--- src/rtl/sclk_monitor.sv ---
// sclk_monitor: brings the divided slow clock into the clk domain, emits
// rise/fall enable pulses and checks half-period against the divider setting.
//
// Ports:
//   clk          fast system clock, all logic on its rising edge
//   rst_n        asynchronous active-low reset
//   sclk_in      divided clock, asynchronous to clk
//   rise_pulse   one-cycle pulse per detected rising edge of sclk_in
//   fall_pulse   one-cycle pulse per detected falling edge of sclk_in
//   half_period  last measured edge-to-edge interval in clk cycles
//   period_valid half_period holds a genuine measurement
//   freq_err     last measurement outside EXP_HALF +/- TOL
//   stalled      no edge seen for TIMEOUT cycles
`timescale 1ns/1ps

module sclk_monitor #(
    parameter int CNT_W    = 16,
    parameter int EXP_HALF = 2201,
    parameter int TOL      = 16,
    parameter int TIMEOUT  = 8804
) (
    input  logic             clk,
    input  logic             rst_n,
    input  logic             sclk_in,
    output logic             rise_pulse,
    output logic             fall_pulse,
    output logic [CNT_W-1:0] half_period,
    output logic             period_valid,
    output logic             freq_err,
    output logic             stalled
);

    // The counter must reach TIMEOUT even when half_period is narrower,
    // so it is sized for whichever of the two needs more bits.
    localparam int TW = $clog2(TIMEOUT + 1);
    localparam int CW = (CNT_W > TW) ? CNT_W : TW;

    localparam logic [CW-1:0] CNT_MAX  = '1;
    localparam logic [CW-1:0] MEAS_SAT = CW'({CNT_W{1'b1}});
    localparam logic [CW:0]   TO_V     = (CW+1)'(TIMEOUT);
    localparam logic signed [CNT_W:0] EXP_V = (CNT_W+1)'(EXP_HALF);
    localparam logic [CNT_W:0] TOL_V   = (CNT_W+1)'(TOL);

    typedef enum logic [1:0] {
        INIT,
        ARM,
        LOCK,
        STALL
    } state_t;

    state_t state, state_n;

    logic s1, s2, s3;
    logic rise, fall, edge_det;

    logic [CW-1:0]    cnt;
    logic [CW:0]      cnt_inc;
    logic [CNT_W-1:0] meas;
    logic signed [CNT_W:0] diff;
    logic [CNT_W:0]   abs_diff;
    logic             meas_err;
    logic             timeout;

    logic [CNT_W-1:0] hp_n;
    logic             pv_n, fe_n, st_n;

    assign rise     = s2 & ~s3;
    assign fall     = ~s2 & s3;
    assign edge_det = rise | fall;

    assign cnt_inc  = {1'b0, cnt} + {{CW{1'b0}}, 1'b1};
    assign meas     = (cnt >= MEAS_SAT) ? {CNT_W{1'b1}}
                                        : cnt_inc[CNT_W-1:0];
    assign diff     = $signed({1'b0, meas}) - EXP_V;
    assign abs_diff = diff[CNT_W] ? $unsigned(-diff) : $unsigned(diff);
    assign meas_err = abs_diff > TOL_V;
    assign timeout  = cnt_inc >= TO_V;

    always_ff @(posedge clk or negedge rst_n) begin
        if (!rst_n) begin
            s1         <= 1'b0;
            s2         <= 1'b0;
            s3         <= 1'b0;
            rise_pulse <= 1'b0;
            fall_pulse <= 1'b0;
        end else begin
            s1         <= sclk_in;
            s2         <= s1;
            s3         <= s2;
            rise_pulse <= rise;
            fall_pulse <= fall;
        end
    end

    always_ff @(posedge clk or negedge rst_n) begin
        if (!rst_n) begin
            cnt <= '0;
        end else if (edge_det) begin
            cnt <= '0;
        end else if (cnt != CNT_MAX) begin
            cnt <= cnt_inc[CW-1:0];
        end
    end

    always_ff @(posedge clk or negedge rst_n) begin
        if (!rst_n) begin
            state        <= INIT;
            half_period  <= '0;
            period_valid <= 1'b0;
            freq_err     <= 1'b0;
            stalled      <= 1'b0;
        end else begin
            state        <= state_n;
            half_period  <= hp_n;
            period_valid <= pv_n;
            freq_err     <= fe_n;
            stalled      <= st_n;
        end
    end

    // An edge always takes priority over the timeout in the same cycle.
    always_comb begin
        state_n = state;
        hp_n    = half_period;
        pv_n    = period_valid;
        fe_n    = freq_err;
        st_n    = stalled;
        unique case (state)
            INIT: begin
                if (edge_det) begin
                    state_n = ARM;
                end else if (timeout) begin
                    state_n = STALL;
                    st_n    = 1'b1;
                    pv_n    = 1'b0;
                    fe_n    = 1'b0;
                end
            end
            ARM, LOCK: begin
                if (edge_det) begin
                    state_n = LOCK;
                    hp_n    = meas;
                    pv_n    = 1'b1;
                    fe_n    = meas_err;
                end else if (timeout) begin
                    state_n = STALL;
                    st_n    = 1'b1;
                    pv_n    = 1'b0;
                    fe_n    = 1'b0;
                end
            end
            STALL: begin
                if (edge_det) begin
                    state_n = ARM;
                    st_n    = 1'b0;
                end
            end
            default: state_n = INIT;
        endcase
    end

endmodule
--- config.mk ---
export PLATFORM = sky130hd
export DESIGN_NAME = sclk_monitor
export DESIGN_NICKNAME = d
export VERILOG_FILES = /design/src/rtl/sclk_monitor.sv
export SDC_FILE = /design/constraint.sdc
export NUM_CORES = 1
export LEC_CHECK = 0
export ABC_AREA = 1
export CORE_AREA = 2 2 83 85
export DETAILED_ROUTE_END_ITERATION = 10
export DIE_AREA = 0 0 85 87
export HOLD_SLACK_MARGIN = 0.02
export MAX_ROUTING_LAYER = met4
export PLACE_DENSITY = 0.8
export RECOVER_POWER = 100
export SLEW_MARGIN = 25
export SYNTH_ARGS = -nofsm -noshare
export SYNTH_HDL_FRONTEND = slang
export SYNTH_SLANG_ARGS = --single-unit
--- constraint.sdc ---
create_clock -name clk -period 6.96 [get_ports clk]
set_clock_uncertainty 0.05 [all_clocks]
set_input_delay 2.088 -clock clk [delete_from_list [all_inputs] [get_ports clk]]
set_output_delay 2.088 -clock clk [all_outputs]
set_load 0.01 [all_outputs]
==> flow_summary.yaml, run 1 <==
sta:
  finalSetupTns_ps: 0
  rsz0062_at_grt: "false"
  hold_viol: 0
  setup_violations: 0
  drv_slew: 43
  slew_headroom_pct: -45.0
  fmax_ghz: 0.244
  finalCritPeriodShare_pct: 59.0
  layout_min_cycle_time_ps: 4110
  tightest_slew_ps: 2170
floorplan:
  num_io_pins: 24
  start_util_pct: 48.5
  fp-row-count: 30
  core_um2: 6570
  die_h_um: 87
  dieWidth_um: 85
  dieArea_um2: 7400
run_status:
  status: "finished, violations left"
  failed_checks: "max-capacitance violations, max-slew violations"
synthesis:
  yosysWarningCount: 0
  ys_types: 33
  ys_top_cells_by_count: "nand2_1, inv_1, nor2_1, nand3_1, dfrtp_1"
  synthesis.instances: 490
  synthTopCellsByArea: "dfrtp_1, nand2_1, inv_1"
  ys.flop_type: "dfrtp_1"
  syn_nets: 501
  yosys.area.top_type: "dfrtp_1"
  yosysSeqAreaShare_pct: 33.0
  synth_top_area_share_pct: 33.0
  synth.most_common_cell: "nand2_1"
  avgSynthCellArea_um2: 6.51
  synth_seq_cells: 42
  netlist_area_um2: 3190
  async_flop_share_pct: 100
  synth_edf_count: 0
clock_network:
  clk_pin_slew_worst_paths_ps: 80
  post_cts_resized: 0
  cts_tree: "built"
  cts_hold_buf: 0
  post_cts_buffers: 0
  cts_buffers: 5
  clk_latency_ps: 300
  clockRootBuffer: "clkbuf_8"
  ctsLongestPathBuffers: 2
  h-tree-depth: 2
  clkSinkCount: 42
power:
  leakagePower_nw: 1.95
  p_per_area_nw_per_um2: 199
  ir_drop_mv: 0.182
  power_mw: 0.706
detailed_routing:
  postRouteAntennaNets: 0
  drc_errors: 0
  vias_per_cell: 5.27
  routed-via-count: 3129
  drt_iter0_markers: 182
  firstDrtPassIters: 6
  wl_mm: 8.14
  wire_per_inst_um: 13.7
grt:
  grt_pass1_vias: 2964
  grt_max_degree: 43
  overflow: 0
  grt_pass1_wl_mm: 14.1
  grt_usage_pct: 24.5
  antenna_found_initial: 0
placed_design:
  dp_hpwl_mm: 6.55
  numPortBuffers: 23
  routabilityCongestion: 1.01
  dpl_cell_area_um2: 3470
worst_setup_path:
  r2r-start: "cnt[0]$_DFFE_PN0P_"
  required_ps: 7100
  endpoint_kind: "flop"
  cp_max_fo: 8
  startpoint: "cnt[0]$_DFFE_PN0P_"
  path_class: "flop to flop"
  start_kind: "flop"
  cp.arrival_ps: 4250
cells_and_area:
  syn_to_final_growth_pct: 11.3
  utilization_pct: 54.0
  top_regs: "cnt (16), half_period (16), state (2)"
  nFillCells: 620
  final_layout_size_suffix_gt1_share_pct: 7.39
  insertedDiodeCount: 0
  fin_nets: 524
  fin_area_um2: 3550
job:
  cap_viol_max_count: 1
min_path:
  hp-start: "s1$_DFF_PN0_"
  worstHoldPathType: "flop to flop"
-- power by group --
group          internal, mW  total [mW]  switching, mW
registers             0.264       0.280         0.0155
clock network         0.144       0.231         0.0869
logic                0.0675       0.196          0.128
-- cell usage in the layout, fill, tap and decap left out, types with 3 or more instances in the layout --
| cell | count |
|---|---|
| nor3_1 | 3 |
| inv_2 | 5 |
| clkbuf_8 | 5 |
| nor2_2 | 5 |
| nor2_1 | 63 |
| dlygate4sd3_1 | 22 |
| nand3_1 | 44 |
| nand4_1 | 10 |
| o21ai_0 | 23 |
| xor2_1 | 5 |
| dfrtp_1 | 42 |
| nand3_2 | 3 |
| nor2_4 | 4 |
| nand2_1 | 165 |
| a21oi_1 | 10 |
| nand2_2 | 7 |
| ha_1 | 8 |
| inv_1 | 69 |
-- path summary, 6_finish.rpt --
check,end,slack [ps],cells after the start
worst max-delay path,freq_err$_DFFE_PN0P_,2850,25
worst min-delay path,s2$_DFF_PN0_,320,0
worst max register to register,freq_err$_DFFE_PN0P_,2850,25
worst min register to register,s2$_DFF_PN0_,320,0
max in group asynchronous,cnt[10]$_DFFE_PN0P_,3250,1
min in group asynchronous,state[1]$_DFFE_PN0P_,2360,1
-- critical path, cell delays in order, from the launching register on --
cell and delay [ps]:
dfrtp_1 450, ha_1 240, nand2_2 60, nor2_1 330, nand2_1 220, nor2_1 510, nor2_1 220, ha_1 310
nor2_1 150, inv_1 60, nor2_1 90, nand3_1 90, nand2_1 100, nand2_1 50, nand2_1 170, nand3_1 150
inv_1 80, nand2_1 70, nand2_1 60, nand2_1 50, nand2_1 70, nand4_1 80, nor2_1 170, nand2_1 80
nand2_1 50, nand2_1 40
-- stage by stage --
| stage | cells | setup slack [ps] | hold WS, ps |
|---|---|---|---|
| after CTS | 594 | 3530 | 318 |
| after global placement | 586 | 3670 | 294 |
| after global routing | 594 | 2390 | 322 |
| after detailed placement | 586 | 3620 | 288 |
| final | 594 | 2850 | 318 |
| after floorplan | 490 | 4100 | 281 |
-- routing by layer --
layer,GRT usage (%),part of all wire (%)
met4,6.20,1.6
met3,5.88,6.8
met1,31.0,44
met5,-,0
met2,39.6,47
-- layout make-up --
type / count / area (um^2) / share of cell area, %
inverters: 75 / 282 / 7.93
clock inverters: 3 / 68.8 / 1.94
flip-flops and latches: 42 / 1050 / 29.6
well taps: 80 / 100 / 2.82
clock buffers: 5 / 68.8 / 1.94
multi-input cells: 366 / 1760 / 49.5
repair buffers: 23 / 224 / 6.31
-- cell families (layout without fill, tap and decap cells) --
family                   after synthesis  count (layout)  share of synthesized area, %
AO/OA/AOI/OAI                         44              44                          7.93
XOR/XNOR                               5               5                          1.37
adder cells (fa/ha/maj)                8               8                          3.14
buffers and inverters                 82             106                          10.1
flip-flops                            42              42                          33.0
AND/OR/NAND/NOR                      309             309                          44.5
Note: power is estimated with default switching activity, not from simulation.
==> run 2, diff against run 1 <==
Settings changed: PLACE_DENSITY 0.8 to 0.83.
Clock period 6.96 ns to 3.65 ns, I/O delays scaled along.
==> run 2 against run 1 <==
Net effect:
- the run still ends with max-capacitance violations, max-slew violations left
- largest cell class unchanged
- register-to-register slack worse by 2500 ps
- critical path depth is 5 lower
- hold slack better by 4.1 ps
==> flow_summary.yaml, run 2 (same netlist as run 1, synthesis figures left out) <==
sta:
  fin_ws_ps: 365
  fmax_ghz: 0.304
  tightest_slew_ps: 2190
  hold_viol: 0
  finalSetupTns_ps: 0
  slew_headroom_pct: -46.1
  rsz0062_at_grt: "false"
  drv_slew: 43
  setup_violations: 0
  finalCritPeriodShare_pct: 90.0
  layout_min_cycle_time_ps: 3280
grt:
  antenna_found_initial: 0
  grt_usage_pct: 23.9
  grt_use_met2_pct: 39.1
  met3_usage_pct: 2.75
  grt_pass1_vias: 2913
  grtUsageMet1_pct: 31.9
  overflow: 0
  grt_pass1_wl_mm: 13.7
  top_usage_layer: "met2"
  grt_max_degree: 43
cells_and_area:
  final_common_cell: "nand2_1"
  insertedDiodeCount: 0
  syn_to_final_growth_pct: 11.9
  multiInputGateArea_um2: 1810
  ff_latch_area_um2: 1050
  final_cell_count_no_fill: 595
  nFillCells: 632
  fin_nets: 525
  final_cell_mix: "nand2_1, inv_1, nor2_1, nand3_1, dfrtp_1"
  fin_area_um2: 3570
  final_layout_size_suffix_gt1_share_pct: 9.71
  top_regs: "cnt (16), half_period (16), state (2)"
detailed_routing:
  routed-via-count: 3124
  wire_per_inst_um: 13.6
  drc_errors: 0
  firstDrtPassIters: 5
  postRouteAntennaNets: 0
  vias_per_cell: 5.25
  drt_iter0_markers: 203
  wl_mm: 8.12
worst_setup_path:
  cp_max_fo: 17
  required_ps: 3790
  path_class: "flop to flop"
  start_kind: "flop"
  slowest_delay_ps: 440
  slowest_stage: "dfrtp_1"
  endpoint_kind: "flop"
  cp.arrival_ps: 3420
  crit_top_cell: "nand2_1"
  crit_chain: "ha_2 -> nand2_2 -> nor2_4 -> nand3_1 -> nand2_1 -> nand2_1 -> nor2_1 -> nand2_1 -> nor2_1 -> nand2_1 -> nor2_4 -> nand3_1 -> nand2_1 -> nand2_1 -> nor2_1 -> nand2_1 -> a21oi_1 -> nand2_1 -> nand2_1 -> nand2_1"
floorplan:
  dieArea_um2: 7400
  start_util_pct: 48.5
  dieWidth_um: 85
  fp-row-count: 30
  core_um2: 6570
  num_io_pins: 24
  die_h_um: 87
power:
  p_seq_share_pct: 42.6
  leakagePower_nw: 2.00
  ir_drop_mv: 0.372
  power_mw: 1.26
  p_sw_mw: 0.473
  p_int_mw: 0.782
  p_comb_share_pct: 31.5
  clkPwrFrac_pct: 26.0
  sw_frac_of_total_pct: 37.7
  p_per_area_nw_per_um2: 352
clock_network:
  clkSinkCount: 42
  clk_pin_slew_worst_paths_ps: 100
  ctsLongestPathBuffers: 2
  clockRootBuffer: "clkbuf_8"
  h-tree-depth: 2
  clk_latency_ps: 310
  cts_tree: "built"
  cts_buffers: 5
job:
  cap_viol_max_count: 1
placed_design:
  dpl_cell_area_um2: 3480
  dp_cells: 587
  preCtsSetupSlack_ps: 409
  numPortBuffers: 23
  routabilityCongestion: 0.977
  dp_hpwl_mm: 6.58
run_status:
  status: "finished, violations left"
  failed_checks: "max-capacitance violations, max-slew violations"
min_path:
  worstHoldPathType: "flop to flop"
run 2: path summary, 6_finish.rpt:
| path | slack (ps) | cells after the start | startpoint | endpoint |
|---|---|---|---|---|
| worst max-delay path | 370 | 20 | cnt[1]$_DFFE_PN0P_ | freq_err$_DFFE_PN0P_ |
| worst min-delay path | 320 | 0 | s1$_DFF_PN0_ | s2$_DFF_PN0_ |
| worst max register to register | 370 | 20 | cnt[1]$_DFFE_PN0P_ | freq_err$_DFFE_PN0P_ |
| worst min register to register | 320 | 0 | s1$_DFF_PN0_ | s2$_DFF_PN0_ |
| max in group asynchronous | 770 | 1 | rst_n | cnt[0]$_DFFE_PN0P_ |
| min in group asynchronous | 1370 | 1 | rst_n | half_period[2]$_DFFE_PN0P_ |
run 2: per-layer routing:
metal  part of all wire [%]  wire, um  vias to the layer above
met1                     47      3800                     1438
li1                       -         -                     1584
met4                    1.7       136                        0
met3                    4.2       344                       16
met5                      0         0                        -
met2                     47      3840                       86
run 2: cell type report:
class | count | share of cell area [%]
Clock inverter | 3 | 0.771
Timing Repair Buffer | 24 | 6.49
Sequential cell | 42 | 29.5
Tap cell | 80 | 2.81
Clock buffer | 5 | 1.93
Inverter | 75 | 7.89
Multi-Input combinational cell | 366 | 50.6
run 2: through the flow:
stage | hold slack [ps] | util [%]
after global placement | 299 | 53.0
final | 323 | 54.3
after detailed placement | 289 | 53.0
after CTS | 320 | 54.4
after global routing | 325 | 54.3
after floorplan | 281 | -
run 2: worst max-delay path, delay by kind of cell (launching register included):
family	cells	cell delay (ps)
AOI/OAI and AO/OA	1	130
adders and majority gates	1	240
DFF	1	440
and+or+nand+nor	18	2290
run 2: power by group through the flow:
stage / combinational, mW / clock (mW) / sequential, mW
CTS: 0.400 / 0.330 / 0.533
floorplan: 0.268 / 0 / 0.545
detailed placement: 0.399 / 0 / 0.541
global placement: 0.389 / 0 / 0.541
global route: 0.445 / 0.348 / 0.538
finish: 0.395 / 0.326 / 0.534
run 2: what timing repair did:
action | CTS | global route
endpoints found under the setup margin | 0 | 1
gates resized for setup | 0 | 2
endpoints found under the hold margin | 0 | 0
hold buffers | 0 | 0
setup buffers | 0 | 0
==> run 3, diff against run 2 <==
Settings changed: CTS_CLUSTER_SIZE set to 12, PLACE_DENSITY 0.83 to 0.72.
==> run 3 against run 2 <==
Net effect:
- the flow still finishes with violations (max-capacitance violations, max-slew violations)
- power increased by 0.83%
- fmax decreased by 0.28%
- clock power increased by 8.9%
- first-iteration DRC count decreased by 23%
- critical path type unchanged
- critical endpoint unchanged
- largest cell class unchanged
==> flow_summary.yaml, run 3 (same netlist as run 1, synthesis figures left out) <==
run_status:
  status: "finished, violations left"
  failed_checks: "max-capacitance violations, max-slew violations"
grt:
  overflow: 0
  antenna_found_initial: 0
  grt_pass1_vias: 2820
  grt_usage_pct: 23.1
  grt_pass1_wl_mm: 13.1
  grt_max_degree: 43
cells_and_area:
  fin_nets: 525
  final_common_cell: "nand2_1"
  final_layout_size_suffix_gt1_share_pct: 9.13
  syn_to_final_growth_pct: 12.2
  top_regs: "cnt (16), half_period (16), state (2)"
  final_cell_mix: "nand2_1, inv_1, nor2_1, nand3_1, dfrtp_1"
  nFillCells: 625
  insertedDiodeCount: 0
  utilization_pct: 54.4
detailed_routing:
  wl_mm: 7.93
  firstDrtPassIters: 5
  routed-via-count: 3094
  vias_per_cell: 5.20
  wire_per_inst_um: 13.3
  postRouteAntennaNets: 0
  drc_errors: 0
  drt_iter0_markers: 156
sta:
  fin_ws_ps: 356
  fmax_ghz: 0.304
  hold_viol: 0
  layout_min_cycle_time_ps: 3290
  rsz0062_at_grt: "false"
  finalSetupTns_ps: 0
  slew_headroom_pct: -44.6
  setup_violations: 0
  drv_slew: 43
  tightest_slew_ps: 2170
  finalCritPeriodShare_pct: 90.2
worst_setup_path:
  cp_max_fo: 17
  r2r_cells: 22
  start_kind: "flop"
  endpoint_kind: "flop"
  required_ps: 3780
  cp.arrival_ps: 3420
  r2r-start: "cnt[0]$_DFFE_PN0P_"
  path_class: "flop to flop"
  r2r_slack_ps: 360
  crit_end: "freq_err$_DFFE_PN0P_"
  startpoint: "cnt[0]$_DFFE_PN0P_"
  rr_endpoint: "freq_err$_DFFE_PN0P_"
min_path:
  worstHoldPathType: "flop to flop"
job:
  cap_viol_max_count: 1
clock_network:
  cts_hold_buf: 0
  h-tree-depth: 2
  clockRootBuffer: "clkbuf_8"
  ctsLongestPathBuffers: 2
  cts_buffers: 5
  cts_tree: "built"
  post_cts_resized: 0
  post_cts_buffers: 0
  clkSinkCount: 42
  clk_latency_ps: 290
  clk_pin_slew_worst_paths_ps: 80
floorplan:
  die_h_um: 87
  num_io_pins: 24
  core_um2: 6570
  dieWidth_um: 85
  start_util_pct: 48.5
  dieArea_um2: 7400
  fp-row-count: 30
power:
  p_per_area_nw_per_um2: 354
  p_comb_share_pct: 29.8
  p_sw_mw: 0.427
  leakagePower_nw: 2.01
  sw_frac_of_total_pct: 33.8
  clkPwrFrac_pct: 28.1
  p_int_mw: 0.838
  ir_drop_mv: 0.344
  p_seq_share_pct: 42.1
placed_design:
  dp_hpwl_mm: 6.36
  preCtsSetupSlack_ps: 352
  numPortBuffers: 23
  routabilityCongestion: 0.941
run 3: through the flow:
step	cells	power, mW	hold slack, ps	instance area [um^2]
floorplan	490	0.813	281	3190
global placement	587	0.919	299	3480
detailed placement	587	0.926	289	3480
CTS	595	1.29	317	3590
global route	595	1.34	329	3580
finish	595	1.27	314	3580
run 3: layout make-up:
class	instances	area, um^2	share of cell area (%)
Multi-Input combinational cell	366	1800	50.4
Sequential cell	42	1050	29.4
Inverter	75	282	7.87
Timing Repair Buffer	24	231	6.47
Tap cell	80	100	2.80
Clock buffer	6	72.6	2.03
Clock inverter	2	37.5	1.05
run 3: power groups by stage:
| stage | Sequential (mW) | Clock (mW) | Combinational (mW) |
|---|---|---|---|
| global placement | 0.540 | 0 | 0.379 |
| finish | 0.532 | 0.355 | 0.378 |
| floorplan | 0.545 | 0 | 0.268 |
| global route | 0.539 | 0.380 | 0.422 |
| CTS | 0.534 | 0.366 | 0.388 |
| detailed placement | 0.540 | 0 | 0.385 |
run 3: metal layers:
layer | global-route usage, % | routed length (um)
met3 | 4.64 | 484
met2 | 36.2 | 3640
met4 | 8.37 | 153
met1 | 29.8 | 3650
met5 | - | 0
run 3: critical path, stage by stage, from the launching register on:
cell and delay, ps:
dfrtp_1 450, ha_1 260, nand2_2 90, nor2_4 60
nand2_4 110, nor2_8 70, nor2_1 270, ha_1 300
nor2_1 80, nand2_1 90, nand2_1 70, a21oi_1 210
nor2_2 80, nor2_4 280, nand2_1 90, nand2_1 70
nand2_1 70, nor2_1 100, nand3_1 80, a21oi_1 130
nand2_1 70, nand2_1 50, nand2_1 50
run 3: worst min-delay path by stage:
stage	endpoint	startpoint	slack, ps	cells after the start
2_1_floorplan	s2$_DFF_PN0_	s1$_DFF_PN0_	280	0
3_3_place_gp	s2$_DFF_PN0_	s1$_DFF_PN0_	300	0
3_5_place_dp	s2$_DFF_PN0_	s1$_DFF_PN0_	290	0
4_1_cts	s2$_DFF_PN0_	s1$_DFF_PN0_	320	0
5_1_grt	s2$_DFF_PN0_	s1$_DFF_PN0_	330	0
6_report	s2$_DFF_PN0_	s1$_DFF_PN0_	310	0
